==> config.mk <==
export PLATFORM = sky130hd
export DESIGN_NAME = cache_stats_unit
export DESIGN_NICKNAME = d
export VERILOG_FILES = /design/src/rtl/cache_stats_pkg.sv /design/src/rtl/cache_stats_unit_sat_counter.sv /design/src/rtl/cache_stats_unit.sv
export SDC_FILE = /design/constraint.sdc
export NUM_CORES = 2
export LEC_CHECK = 0
export CAP_MARGIN = 0
export CORE_ASPECT_RATIO = 0.7
export CORE_MARGIN = 4
export CORE_UTILIZATION = 55
export DETAILED_ROUTE_END_ITERATION = 8
export PLACE_DENSITY = 0.73
export SETUP_SLACK_MARGIN = 0.02
export SYNTH_ARGS = -nofsm -noshare
export SYNTH_HDL_FRONTEND = slang
export SYNTH_SLANG_ARGS = --single-unit
export TNS_END_PERCENT = 20
==> constraint.sdc <==
create_clock -name clk -period 3.5 [get_ports clk]
set_input_delay 0.7 -clock clk [delete_from_list [all_inputs] [get_ports clk]]
set_output_delay 0.7 -clock clk [all_outputs]
set_load 0.03 [all_outputs]
==> src/rtl/cache_stats_pkg.sv <==
// Shared types for the L2 cache statistics unit: command opcodes, event kinds, FSM states.
// Latency: n/a (types and constants only).
// Backpressure: n/a.
package cache_stats_pkg;

  // Readout command opcodes as they appear on cmd_op
  typedef enum logic [1:0] {
    CMD_NOP        = 2'd0,
    CMD_SNAP       = 2'd1,
    CMD_CLEAR      = 2'd2,
    CMD_SNAP_CLEAR = 2'd3
  } stat_cmd_e;

  // Event kinds, also the low bits of the record index within a channel
  typedef enum logic [1:0] {
    KIND_HIT   = 2'd0,
    KIND_MISS  = 2'd1,
    KIND_READ  = 2'd2,
    KIND_WRITE = 2'd3
  } stat_kind_e;

  localparam int NUM_KINDS = 4;
  localparam int KIND_W    = 2;

  // Readout controller states
  typedef enum logic {
    IDLE = 1'b0,
    DUMP = 1'b1
  } state_e;

endpackage

==> src/rtl/cache_stats_unit_sat_counter.sv <==
// Saturating event counter with a sticky overflow flag and a synchronous load-on-clear.
// Latency: count reflects an increment one cycle after the strobe.
// Backpressure: none; every strobe is counted or flagged as saturated.
module sat_counter #(
  parameter int CNT_W = 32
) (
  input  logic             clk,
  input  logic             rst_n,
  input  logic             inc,
  input  logic             clr,
  input  logic             clr_val,
  output logic [CNT_W-1:0] count,
  output logic             sat
);

  localparam logic [CNT_W-1:0] CNT_MAX = {CNT_W{1'b1}};

  // Count strobes up to the maximum; a strobe at the maximum only sets the sticky flag.
  // Clear wins over increment but keeps that cycle's event by loading clr_val.
  always_ff @(posedge clk or negedge rst_n) begin
    if (!rst_n) begin
      count <= '0;
      sat   <= 1'b0;
    end else if (clr) begin
      count <= {{(CNT_W-1){1'b0}}, clr_val};
      sat   <= 1'b0;
    end else if (inc) begin
      if (count == CNT_MAX) begin
        sat <= 1'b1;
      end else begin
        count <= count + {{(CNT_W-1){1'b0}}, 1'b1};
      end
    end
  end

endmodule

==> src/rtl/cache_stats_unit.sv <==
// Per-channel hit/miss/read/write counters with snapshot/clear commands and a streamed record readout.
// Latency: first record is valid the cycle after SNAP/SNAP_CLEAR is accepted; one record per rec handshake.
// Backpressure: rec_ready low holds the current record stable; cmd_ready stays low for the whole dump.
module cache_stats_unit
  import cache_stats_pkg::*;
#(
  parameter int CHANNELS = 4,
  parameter int CNT_W    = 32,
  localparam int CH_W    = (CHANNELS > 1) ? $clog2(CHANNELS) : 1
) (
  input  logic                clk,
  input  logic                rst_n,
  input  logic [CHANNELS-1:0] hit_i,
  input  logic [CHANNELS-1:0] miss_i,
  input  logic [CHANNELS-1:0] read_i,
  input  logic [CHANNELS-1:0] write_i,
  input  logic                cmd_valid,
  input  logic [1:0]          cmd_op,
  output logic                cmd_ready,
  output logic                rec_valid,
  input  logic                rec_ready,
  output logic [CH_W-1:0]     rec_chan,
  output logic [1:0]          rec_kind,
  output logic [CNT_W-1:0]    rec_count,
  output logic                rec_sat,
  output logic                rec_last,
  output logic                busy
);

  localparam int NUM_REC = CHANNELS * NUM_KINDS;
  localparam int IDX_W   = $clog2(NUM_REC);
  localparam logic [IDX_W-1:0] LAST_IDX = IDX_W'(NUM_REC - 1);

  logic [NUM_REC-1:0] strobe;
  logic [CNT_W-1:0]   liveCnt [NUM_REC];
  logic [NUM_REC-1:0] liveSat;
  logic [CNT_W-1:0]   snapCnt [NUM_REC];
  logic [NUM_REC-1:0] snapSat;

  state_e           state;
  logic [IDX_W-1:0] recIdx;
  logic [IDX_W-1:0] nextIdx;
  stat_cmd_e        cmdOp;
  logic             cmdAccept;
  logic             doSnap;
  logic             doClear;

  assign cmdOp     = stat_cmd_e'(cmd_op);
  assign cmd_ready = (state == IDLE);
  assign busy      = (state == DUMP);
  assign cmdAccept = cmd_valid && cmd_ready;
  assign doSnap    = cmdAccept && ((cmdOp == CMD_SNAP) || (cmdOp == CMD_SNAP_CLEAR));
  assign doClear   = cmdAccept && ((cmdOp == CMD_CLEAR) || (cmdOp == CMD_SNAP_CLEAR));
  assign nextIdx   = recIdx + IDX_W'(1);

  // Flatten strobes channel-major so that index = chan*NUM_KINDS + kind, matching readout order
  for (genvar ch = 0; ch < CHANNELS; ch++) begin : gStrobe
    assign strobe[ch*NUM_KINDS +: NUM_KINDS] = {write_i[ch], read_i[ch], miss_i[ch], hit_i[ch]};
  end

  // One live saturating counter per (channel, kind); counting never pauses for the FSM
  for (genvar i = 0; i < NUM_REC; i++) begin : gCnt
    sat_counter #(
      .CNT_W(CNT_W)
    ) uCnt (
      .clk    (clk),
      .rst_n  (rst_n),
      .inc    (strobe[i]),
      .clr    (doClear),
      .clr_val(strobe[i]),
      .count  (liveCnt[i]),
      .sat    (liveSat[i])
    );
  end

  // Freeze the pre-increment live values and sticky flags when a snapshot is accepted
  always_ff @(posedge clk or negedge rst_n) begin
    if (!rst_n) begin
      for (int i = 0; i < NUM_REC; i++) begin
        snapCnt[i] <= '0;
      end
      snapSat <= '0;
    end else if (doSnap) begin
      for (int i = 0; i < NUM_REC; i++) begin
        snapCnt[i] <= liveCnt[i];
      end
      snapSat <= liveSat;
    end
  end

  // Readout FSM with registered record outputs. Record 0 is loaded straight from the live
  // counters at the accept edge (same values the snapshot captures), later records from the bank.
  always_ff @(posedge clk or negedge rst_n) begin
    if (!rst_n) begin
      state     <= IDLE;
      recIdx    <= '0;
      rec_valid <= 1'b0;
      rec_last  <= 1'b0;
      rec_chan  <= '0;
      rec_kind  <= '0;
      rec_count <= '0;
      rec_sat   <= 1'b0;
    end else begin
      case (state)
        IDLE: begin
          if (doSnap) begin
            state     <= DUMP;
            recIdx    <= '0;
            rec_valid <= 1'b1;
            rec_last  <= (NUM_REC == 1);
            rec_chan  <= '0;
            rec_kind  <= KIND_HIT;
            rec_count <= liveCnt[0];
            rec_sat   <= liveSat[0];
          end
        end
        DUMP: begin
          if (rec_ready) begin
            if (rec_last) begin
              state     <= IDLE;
              rec_valid <= 1'b0;
              rec_last  <= 1'b0;
            end else begin
              recIdx    <= nextIdx;
              rec_chan  <= CH_W'(nextIdx >> KIND_W);
              rec_kind  <= nextIdx[KIND_W-1:0];
              rec_count <= snapCnt[nextIdx];
              rec_sat   <= snapSat[nextIdx];
              rec_last  <= (nextIdx == LAST_IDX);
            end
          end
        end
        default: begin
          state     <= IDLE;
          rec_valid <= 1'b0;
          rec_last  <= 1'b0;
        end
      endcase
    end
  end

endmodule

==> impl_results.md <==
* Status: finished, final reports clean
* Num ports at 63
* 1st-iter DRT viols at 4190
* All-Layer GR Usage at 28.7%
* CP Max Fanout at 15
* Clk_skew at 0.0150 ns
* Critical path depth at 2
* DIE HEIGHT at around 270 um
* Synth Instances at slightly below 5k
* Top FF cell, synth: dfrtp_1
* PD cells at 605 nW/um2
* Root Driver: clkbuf_16
* Synth warn at 0
* Gr ovfl total at 0
* Gp weighted congestion at 0.922
* ANT nets after route at 0
* #FFs+latches synth at 1096
* Max_slew headroom at 21.7%
* Chip width at ~380 um
* Avg Cell Area, Syn at 11.2 um2
* Mapped Area at 53800 um2
* Die area at 103000 um2
* Ant. Diodes at 0
* Footprint of the multi-input gates at 25000 um2
* Largest net degree at the start of global routing at between 100 and 150
* Setup Buffers After CTS at 0
* DRC at 0
* Most numerous cell in the Yosys netlist: dfrtp_1
* Vias at 40.7k
* Top cell type's share of synthesized area at 51.0%
* Final Hold Fails at 0
* Unique masters post-synth at 77
* Syn_nets at 4848
* HP Class: reg -> reg
* Worst R2R End: gCnt[3].uCnt.count[19]
* Vias in the first global route at ~38k
* Drt wl/cell at 24.0 um
* Clk slew on worst S/H paths at approximately 0.07 ns
* EDFF count, synth at 0
* WP data required at 2.80 ns
* Yosys top cell by area: dfrtp_1
* R2R Setup Slk at 0.59 ns
* IO buf count at 62
* Total power at 36.1 mW
* CP max stage cell: dfrtp_1
* Flip-flop and latch area at ~27000 um2
* Setup_tns at 0 ns
* Layout Nets at 4853
* CP peak stage delay at about 0.84 ns
* Crit path buf inv count at 2
* DP Cell Count at 6017
* First-pass GRT wire length at 231000 um
* P_leak at around 26 nW
* Slew @ Worst Pin at 1.16 ns
* Fmax at 0.308 GHz
* Setup violators final at 0
* Max-cap violations at 0
* Sequential element share of the synthesized area at 51.0%
* Reg-to-Reg Start: gCnt[3].uCnt.count[13]
* P&R area growth vs syn at 11.0%
* Final HPWL DP at 107000 um
* Final period utilization at 92.8%
* Finished Layout Cells at 6196
* Min Tclk post-route at 3.25 ns
* Hold_ws at 0.479 ns
* Starting Density at 55.8%
* WS Path Type: reg -> out
* CTS buffer count at 102
* Top post-synthesis cells by area: dfrtp_1 (51%), mux2_2 (9.8%), mux4_2 (5.5%)
* RSZ-0062 raised after global routing: false
* Ys async rst share at 100%
* CP top delay family: buffers and inverters
* Endpoint class of the critical path: primary output
* CP startpoint: busy
* First-pass DRT Iterations at 9
* H-tree Lvls at 3
* WP data arrival at 2.55 ns
* Peak supply drop at roughly 0.74 mV
* CTS sink cnt at 1096
* Core Area at approximately 97000 um2
* Bufs on Longest Clock Path at 3
* Initial antenna violation count at 4
* FP Rows at 95
* CP Cell Sequence: inv_1, clkdlybuf4s50_1
* Fill count at between 7k and 8k
* Slew Viols, Final at 0
* Final WL at 149000 um
* CTS tree: built
* Clock Latency Late Sink at ~0.70 ns
* Ratio of cells with drive above 1 in the final layout at 19.3%
* Worst r2r path cells at 5
* Synth cell count leaders: dfrtp_1 (1096), mux2_2 (470), nand2_1 (350)
* Critical Path Start Type: flip-flop
* Via/cell ratio at around 6.6
* Worst setup path end: cmd_ready
[power breakdown]
group | switching (mW) | internal [mW] | total, mW
Combinational | 5.16 | 3.69 | 8.85
Clock | 4.90 | 6.40 | 11.3
Sequential | 1.85 | 14.1 | 16.0
Total | 11.9 | 24.2 | 36.1
[stage by stage]
| stage | utilization, % | cell area, um2 | setup WS, ns |
|---|---|---|---|
| 2_1_floorplan | - | 53800 | 0.0312 |
| 3_3_place_gp | 58.4 | 56400 | 0.485 |
| 3_5_place_dp | 58.4 | 56400 | 0.405 |
| 4_1_cts | 61.9 | 59700 | 0.278 |
| 5_1_grt | 61.9 | 59700 | 0.244 |
| 6_report | 61.9 | 59700 | 0.251 |
[what timing repair did]
| action | CTS | global route |
|---|---|---|
| resized for setup | 0 | 0 |
| hold endpoints to repair | 37 | 0 |
| hold buffers | 1 | 0 |
[placed cells by master, fill, tap and decap left out, types with 20 or more instances in the layout]
| master | count |
|---|---|
| mux2i_1 | 101 |
| and2_1 | 27 |
| or4_1 | 114 |
| nand4_1 | 145 |
| o22a_1 | 33 |
| mux4_2 | 132 |
| nand2_1 | 349 |
| xnor2_1 | 110 |
| and3_1 | 49 |
| nand3_1 | 208 |
| o211ai_1 | 38 |
| xor2_1 | 34 |
| clkbuf_16 | 105 |
| inv_1 | 83 |
| buf_4 | 83 |
| nor2_1 | 250 |
| a211oi_1 | 34 |
| clkbuf_8 | 27 |
| nor4_1 | 65 |
| mux2_2 | 470 |
| o2bb2ai_1 | 28 |
| clkbuf_1 | 20 |
| a31oi_1 | 35 |
| or3_1 | 149 |
| nor3_1 | 54 |
| a21oi_1 | 262 |
| dfrtp_1 | 1095 |
| o21ai_0 | 259 |
| o31ai_1 | 99 |
| buf_12 | 37 |
| and4_1 | 59 |
| clkdlybuf4s50_1 | 61 |
| nand2b_1 | 29 |
[per-layer routing]
metal  track usage [%]  vias to the layer above  share of wire [%]  routed length, um
met5                 0                        -              0.019                 29
met3              9.32                      206                 12              17700
li1                  -                    18100                  -                  -
met2              37.0                     1648                 39              58800
met4              6.65                        6                2.3               3460
met1              46.2                    20800                 46              68900
[cell families (layout without fill, tap and decap cells)]
group | Yosys count | in the layout | share of synthesized area (%)
AO/OA/AOI/OAI | 925 | 925 | 11.0
XOR/XNOR | 145 | 145 | 2.36
adder cells (fa/ha/maj) | 18 | 18 | 0.418
buffers and inverters | 365 | 444 | 2.64
flip-flops | 1096 | 1096 | 51.0
multiplexers | 703 | 703 | 17.2
AND/OR/NAND/NOR | 1556 | 1556 | 15.4
[worst reg2reg max path, cell delays in order, from the launching register on]
cell     delay [ns]
dfrtp_1        0.42
and4_1         0.37
nand4_1        0.52
o31ai_1        1.13
o21ai_0        0.23
a21oi_1        0.17
[registers in the layout, indices dropped and copies added (netlist names)]
name and flops:
busy 1, gCnt.uCnt.count 512, gCnt.uCnt.sat 16, recIdx 1, rec_chan 2, rec_count 32, rec_kind 1, rec_last 1
rec_sat 1, rec_valid 1, snapCnt 512, snapSat 16
[cell type report]
| class | count | area share [%] |
|---|---|---|
| inverter | 83 | 0.521 |
| clock buffer | 152 | 5.15 |
| multi-input combinational | 3347 | 41.9 |
| timing repair buffer | 183 | 3.35 |
| tap | 1309 | 2.74 |
| sequential | 1096 | 45.9 |
| clock inverter | 26 | 0.457 |
[worst min path at each step]
stage / startpoint / end / slack, ns / cells past startpoint
after global routing: snapCnt[62] / snapCnt[62] / 0.50 / 2
after global placement: snapCnt[445] / snapCnt[445] / 0.46 / 2
final: snapCnt[62] / snapCnt[62] / 0.48 / 2
after detailed placement: snapCnt[62] / snapCnt[62] / 0.47 / 2
after floorplan: rst_n / busy / 0.40 / 0
after CTS: snapCnt[62] / snapCnt[62] / 0.48 / 2
(Power assumes the default switching activity.)
